[src/rtl/quad_decoder_if.sv]
// Bundles the encoder inputs, control strobes and decoded outputs of quad_decoder.
// The master drives encoder and control signals; the slave (the decoder) returns position/status.
interface quad_decoder_if #(
    parameter int CNT_W = 16
);
    logic             enc_a;
    logic             enc_b;
    logic             en;
    logic             clr;
    logic             err_clr;
    logic [CNT_W-1:0] count;
    logic             dir;
    logic             step_pulse;
    logic             err;

    modport master (
        output enc_a, enc_b, en, clr, err_clr,
        input  count, dir, step_pulse, err
    );

    modport slave (
        input  enc_a, enc_b, en, clr, err_clr,
        output count, dir, step_pulse, err
    );
endinterface

[src/rtl/quad_decoder.sv]
// Quadrature decoder: synchronizes and glitch-filters the A/B channels, decodes Gray-code
// transitions into up/down steps, keeps a wrapping position count and a sticky illegal-move flag.
module quad_decoder #(
    parameter int CNT_W       = 16,
    parameter int SYNC_STAGES = 2,
    parameter int FILT_LEN    = 4
) (
    input logic            clk,
    input logic            rst,
    quad_decoder_if.slave  bus
);
    localparam int INIT_LEN = SYNC_STAGES + 1;
    localparam int INIT_W   = $clog2(INIT_LEN + 1);
    localparam int FCNT_W   = (FILT_LEN > 1) ? $clog2(FILT_LEN) : 1;

    logic [SYNC_STAGES-1:0]  sync_a;
    logic [SYNC_STAGES-1:0]  sync_b;
    logic [1:0]              sync_out;
    logic [INIT_W-1:0]       init_cnt;
    logic                    init_done;
    logic [1:0]              filt;
    logic [1:0]              prev;
    logic [1:0][FCNT_W-1:0]  fcnt;
    logic                    step_up;
    logic                    step_dn;
    logic                    illegal;
    logic [CNT_W-1:0]        count_q;
    logic                    dir_q;
    logic                    step_q;
    logic                    err_q;

    assign sync_out  = {sync_b[SYNC_STAGES-1], sync_a[SYNC_STAGES-1]};
    assign init_done = (init_cnt == INIT_W'(INIT_LEN));

    always_ff @(posedge clk or posedge rst) begin
        if (rst) begin
            sync_a   <= '0;
            sync_b   <= '0;
            init_cnt <= '0;
        end else begin
            sync_a <= {sync_a[SYNC_STAGES-2:0], bus.enc_a};
            sync_b <= {sync_b[SYNC_STAGES-2:0], bus.enc_b};
            if (!init_done)
                init_cnt <= init_cnt + INIT_W'(1);
        end
    end

    // During init both filtered and previous state track the synchronizer directly,
    // so an encoder resting at a nonzero position does not look like a move.
    always_ff @(posedge clk or posedge rst) begin
        if (rst) begin
            filt <= '0;
            prev <= '0;
            fcnt <= '0;
        end else if (!init_done) begin
            filt <= sync_out;
            prev <= sync_out;
            fcnt <= '0;
        end else begin
            prev <= filt;
            for (int i = 0; i < 2; i++) begin
                if (sync_out[i] != filt[i]) begin
                    if (fcnt[i] == FCNT_W'(FILT_LEN - 1)) begin
                        filt[i] <= sync_out[i];
                        fcnt[i] <= '0;
                    end else begin
                        fcnt[i] <= fcnt[i] + FCNT_W'(1);
                    end
                end else begin
                    fcnt[i] <= '0;
                end
            end
        end
    end

    // {B,A} transitions: up runs 00->01->11->10->00, down is the reverse, both bits changing is illegal.
    always_comb begin
        step_up = 1'b0;
        step_dn = 1'b0;
        illegal = 1'b0;
        case ({prev, filt})
            4'b00_01, 4'b01_11, 4'b11_10, 4'b10_00: step_up = 1'b1;
            4'b00_10, 4'b10_11, 4'b11_01, 4'b01_00: step_dn = 1'b1;
            4'b00_11, 4'b11_00, 4'b01_10, 4'b10_01: illegal = 1'b1;
            default: ;
        endcase
    end

    // clr beats a simultaneous step on the count only; an illegal move beats err_clr.
    always_ff @(posedge clk or posedge rst) begin
        if (rst) begin
            count_q <= '0;
            dir_q   <= 1'b0;
            step_q  <= 1'b0;
            err_q   <= 1'b0;
        end else begin
            step_q <= 1'b0;
            if (init_done && bus.en && (step_up || step_dn)) begin
                step_q <= 1'b1;
                dir_q  <= step_up;
            end
            if (bus.clr)
                count_q <= '0;
            else if (init_done && bus.en && step_up)
                count_q <= count_q + CNT_W'(1);
            else if (init_done && bus.en && step_dn)
                count_q <= count_q - CNT_W'(1);
            if (init_done && illegal)
                err_q <= 1'b1;
            else if (bus.err_clr)
                err_q <= 1'b0;
        end
    end

    assign bus.count      = count_q;
    assign bus.dir        = dir_q;
    assign bus.step_pulse = step_q;
    assign bus.err        = err_q;
endmodule

[src/flat_wrapper.sv]
// flat-port wrapper written by rule: the top's interface ports become plain ports
module quad_decoder_flat 
#(
    parameter int CNT_W       = 16,
    parameter int SYNC_STAGES = 2,
    parameter int FILT_LEN    = 4
)
  (clk, rst, bus_enc_a, bus_enc_b, bus_en, bus_clr, bus_err_clr, bus_count, bus_dir, bus_step_pulse, bus_err);
  quad_decoder_if #(.CNT_W(CNT_W)) bus_i ();
  input logic clk;
  input logic rst;
  input wire logic [$bits(bus_i.enc_a)-1:0] bus_enc_a;
  input wire logic [$bits(bus_i.enc_b)-1:0] bus_enc_b;
  input wire logic [$bits(bus_i.en)-1:0] bus_en;
  input wire logic [$bits(bus_i.clr)-1:0] bus_clr;
  input wire logic [$bits(bus_i.err_clr)-1:0] bus_err_clr;
  output wire logic [$bits(bus_i.count)-1:0] bus_count;
  output wire logic [$bits(bus_i.dir)-1:0] bus_dir;
  output wire logic [$bits(bus_i.step_pulse)-1:0] bus_step_pulse;
  output wire logic [$bits(bus_i.err)-1:0] bus_err;
  assign bus_i.enc_a = bus_enc_a;
  assign bus_i.enc_b = bus_enc_b;
  assign bus_i.en = bus_en;
  assign bus_i.clr = bus_clr;
  assign bus_i.err_clr = bus_err_clr;
  assign bus_count = bus_i.count;
  assign bus_dir = bus_i.dir;
  assign bus_step_pulse = bus_i.step_pulse;
  assign bus_err = bus_i.err;
  quad_decoder #(.CNT_W(CNT_W), .SYNC_STAGES(SYNC_STAGES), .FILT_LEN(FILT_LEN)) u_core (.clk(clk), .rst(rst), .bus(bus_i));
endmodule
[config.mk]
export PLATFORM = sky130hd
export DESIGN_NAME = quad_decoder_flat
export DESIGN_NICKNAME = d
export VERILOG_FILES = /design/src/rtl/quad_decoder_if.sv /design/src/rtl/quad_decoder.sv /design/src/flat_wrapper.sv
export SDC_FILE = /design/constraint.sdc
export NUM_CORES = 1
export LEC_CHECK = 0
export ABC_AREA = 1
export CORE_MARGIN = 8
export CORE_UTILIZATION = 60
export CTS_BUF_LIST = sky130_fd_sc_hd__clkbuf_8
export CTS_CLUSTER_DIAMETER = 50
export DETAILED_ROUTE_END_ITERATION = 8
export GPL_TIMING_DRIVEN = 1
export PLACE_DENSITY_LB_ADDON = 0.15
export SYNTH_ARGS = -nofsm -noshare
export SYNTH_HDL_FRONTEND = slang
export SYNTH_SLANG_ARGS = --single-unit
[constraint.sdc]
create_clock -name clk -period 8.02 [get_ports clk]
set_clock_uncertainty 0.05 [all_clocks]
set_input_delay 1.604 -clock clk [delete_from_list [all_inputs] [get_ports clk]]
set_output_delay 1.604 -clock clk [all_outputs]
set_load 0.05 [all_outputs]
==> run summary <==
Status -> complete, no violations
GR Util met3 -> 4.20%
Worst Path Arrival -> 4.52 ns
Met1 track demand over resource -> 21.7%
Clk buf depth -> 2
Largest net degree at the start of global routing -> 34
Seq/Total Area, Yosys -> 36.9%
Required @ worst endpoint -> 8.15 ns
1st-iter DRT viols -> 120
Peak VDD IR -> 0.216 mV
Fmax -> 228 MHz
Clock Power Share -> 13.8%
Endpoint class of the critical path -> flop
Number of global-route vias before repair -> 2,002
Clock root cell -> clkbuf_8
Hold buffer count at CTS -> 0
IO buf count -> 25
Post-route antenna net violation count -> 0
Final hold slack -> 0.300 ns
Die W -> 77.1 um
Area added between synthesis and finish -> 18.3%
Flop pwr share -> 21.1%
GRT overflow -> 0
Cells after Synth -> 318
Syn nets -> 345
Global-route wire length before repair -> 8.59 mm
Vias per inst -> 5.14
Synth unique cells -> 23
Area of the mapped netlist -> 0.00224 mm^2
Logic gate share of total power -> 65.1%
Net Sw Frac -> 51.3%
Pwr Total -> 1200 uW
Postcts setup bufs -> 0
Net Sw Power -> 617 uW
Tot GR Track Use -> 17.2%
Setup Total Neg Slack -> 0 ns
Leakage -> 0.00149 uW
Clock period minus worst slack -> 4.39 ns
Startpoint types -> input port
Pre-antenna DRT Iters -> 4
Post-cts repair resize count -> 0
Final hold vios -> 0
Vias -> 2,040
Yosys reg bits -> 33
CP peak stage delay -> 0.70 ns
Die area -> 0.00594 mm^2
Crit path cell chain -> clkdlybuf4s50_1 -> nand2_1 -> a21oi_1 -> nand3_1 -> fa_1 -> nand3_1 -> nand2_1 -> nand2_1 -> nand2_1 -> or2_2 -> nand3_1 -> nand2_1
Worst-path clk slew -> 0.07 ns
Routed len/inst -> 12.0 um
Total Nets Final -> 375
CP top delay family -> simple AND/OR/NAND/NOR gates
Critical Path Fanout Max -> 19
Routed WL -> 4.78 mm
GRT Max-Usage Layer -> met2
R2R Setup Slk -> 4.66 ns
Site Rows -> 22
Remaining DRCs -> 0
Boundary pin count -> 26
Max cap viols -> 0
P per Cell Area -> 455 mW/mm^2
Htree depth -> 2
Buffers & Inverters on Critical Path -> 1
Syn avg cell area -> 7.04 um^2
Ant. Diodes -> 0
Cell mode on critical path -> nand2_1
Initial antenna violation count -> 0
Internal power -> 587 uW
Min-Delay Path Class -> reg -> reg
Worst Tran Pin Value -> 0.850 ns
Core area -> 0.00363 mm^2
Slowest CP cell -> fa_1
Tcrit/Tclk final -> 54.7%
CTS Buf Count -> 5
CTS tree -> built
Final GP Congestion -> 0.907
Met2 Resource Use GR -> 27.6%
Crit path kind -> in -> reg
Hpwl dp -> 3.47 mm
Max-slew violations -> 0
RSZ-0062 raised after global routing -> false
Endpoints failing setup -> 0
Starting Density -> 61.6%
Die height -> 77.1 um
Relative slew margins -> 43.1%
Layout cells sized above 1 -> 6.02%
Sink Count -> 33
Worst-Skew Late Latency -> 0.29 ns
Yosys warning total -> 0
-- placed cells by master, fill, tap and decap left out --
| cell | instances |
|---|---|
| nand2_1 | 139 |
| inv_1 | 46 |
| dfrtp_1 | 33 |
| clkdlybuf4s50_1 | 25 |
| nand3_1 | 22 |
| ha_1 | 19 |
| nor2_1 | 10 |
| a21oi_1 | 9 |
| or2_2 | 7 |
| o21ai_0 | 6 |
| clkbuf_8 | 6 |
| xnor2_1 | 5 |
| nor3_1 | 4 |
| inv_2 | 2 |
| nor2_4 | 2 |
| xor2_1 | 2 |
| nand3b_1 | 2 |
| nand4_1 | 2 |
| nand2_2 | 1 |
| a22oi_1 | 1 |
| o22ai_1 | 1 |
| and2_1 | 1 |
| fa_1 | 1 |
| clkinvlp_4 | 1 |
| bufinv_16 | 1 |
| buf_4 | 1 |
-- synth_stat cells --
master,count,area (um^2)
clkbuf_2,1,5.00
ha_1,19,238
nor3_1,4,20.0
inv_1,46,173
dfrtp_1,33,826
nor2_1,10,37.5
xor2_1,2,17.5
nand3b_1,2,15.0
a22oi_1,1,7.51
buf_6,2,22.5
o22ai_1,1,6.26
o21ai_0,6,30.0
inv_2,2,7.51
fa_1,1,20.0
and2_1,1,6.26
a21oi_1,9,45.0
or2_2,7,43.8
nor2_4,2,22.5
nand2_1,139,522
xnor2_1,5,43.8
nand4_1,2,12.5
nand3_1,22,110
nand2_2,1,6.26
-- final timing paths --
check / from / endpoint / cells past startpoint
max: bus_en / u_core.bus.count[6] / 12
min: u_core.sync_a[0] / u_core.sync_a[1] / 0
max reg2reg: u_core.init_cnt[0] / u_core.bus.count[6] / 12
min reg2reg: u_core.sync_a[0] / u_core.sync_a[1] / 0
max in group asynchronous: rst / u_core.bus.count[12] / 3
min in group asynchronous: rst / u_core.bus.count[7] / 3
-- kinds of logic (layout without fill, tap and decap cells) --
logic type                 Yosys count  in the layout  share of synthesized area [%]
and+or+nand+nor                    190            190                           35.6
buffers and inverters               51             82                           9.28
DFF                                 33             33                           36.9
adders and majority gates           20             20                           11.5
AOI/OAI and AO/OA                   17             17                           3.97
xor gates and xnor gates             7              7                           2.74
-- layer usage --
| metal | routed length (um) | vias up |
|---|---|---|
| met4 | 80 | 0 |
| met1 | 2320 | 927 |
| met3 | 269 | 11 |
| met2 | 2100 | 58 |
| li1 | - | 1044 |
| met5 | 0 | - |
-- registers in the layout, summed over array words and instances, names as in the netlist --
| register | flops |
|---|---|
| u_core.filt | 2 |
| u_core.sync_b | 2 |
| u_core.bus.err | 1 |
| u_core.init_cnt | 2 |
| u_core.bus.dir | 1 |
| u_core.prev | 2 |
| u_core.bus.count | 16 |
| u_core.bus.step_pulse | 1 |
| u_core.sync_a | 2 |
| u_core.fcnt | 4 |
-- worst reg2reg max path, stage by stage (launching register included) --
cell	delay, ns
dfrtp_1	0.37
ha_1	0.32
nand2_1	0.12
a21oi_1	0.17
nand3_1	0.65
fa_1	0.71
nand3_1	0.10
nand2_1	0.13
nand2_1	0.09
nand2_1	0.10
or2_2	0.29
nand3_1	0.10
nand2_1	0.06
-- cell type report --
type	instances	area [um^2]
Clock buffer	6	82.6
Clock inverter	2	37.5
Fill cell	316	986
Inverter	48	180
Multi-Input combinational cell	234	1200
Sequential cell	33	826
Tap cell	48	60.1
Timing Repair Buffer	26	258
-- per-stage QoR --
step | setup WS (ns) | area, um^2 | utilization [%] | std cells
2_1_floorplan | 4.26 | 2240 | - | 318
3_3_place_gp | 3.47 | 2530 | 69.6 | 389
3_5_place_dp | 3.36 | 2530 | 69.6 | 389
4_1_cts | 3.63 | 2650 | 72.9 | 397
5_1_grt | 3.47 | 2650 | 72.9 | 397
6_report | 3.63 | 2650 | 72.9 | 397
-- power groups by stage --
| stage | registers, uW | clock network (uW) | logic [uW] |
|---|---|---|---|
| detailed placement | 256 | 0 | 773 |
| CTS | 254 | 168 | 781 |
| global route | 260 | 174 | 895 |
| global placement | 255 | 0 | 753 |
| finish | 254 | 166 | 784 |
| floorplan | 336 | 0 | 526 |
(Power assumes the default switching activity.)
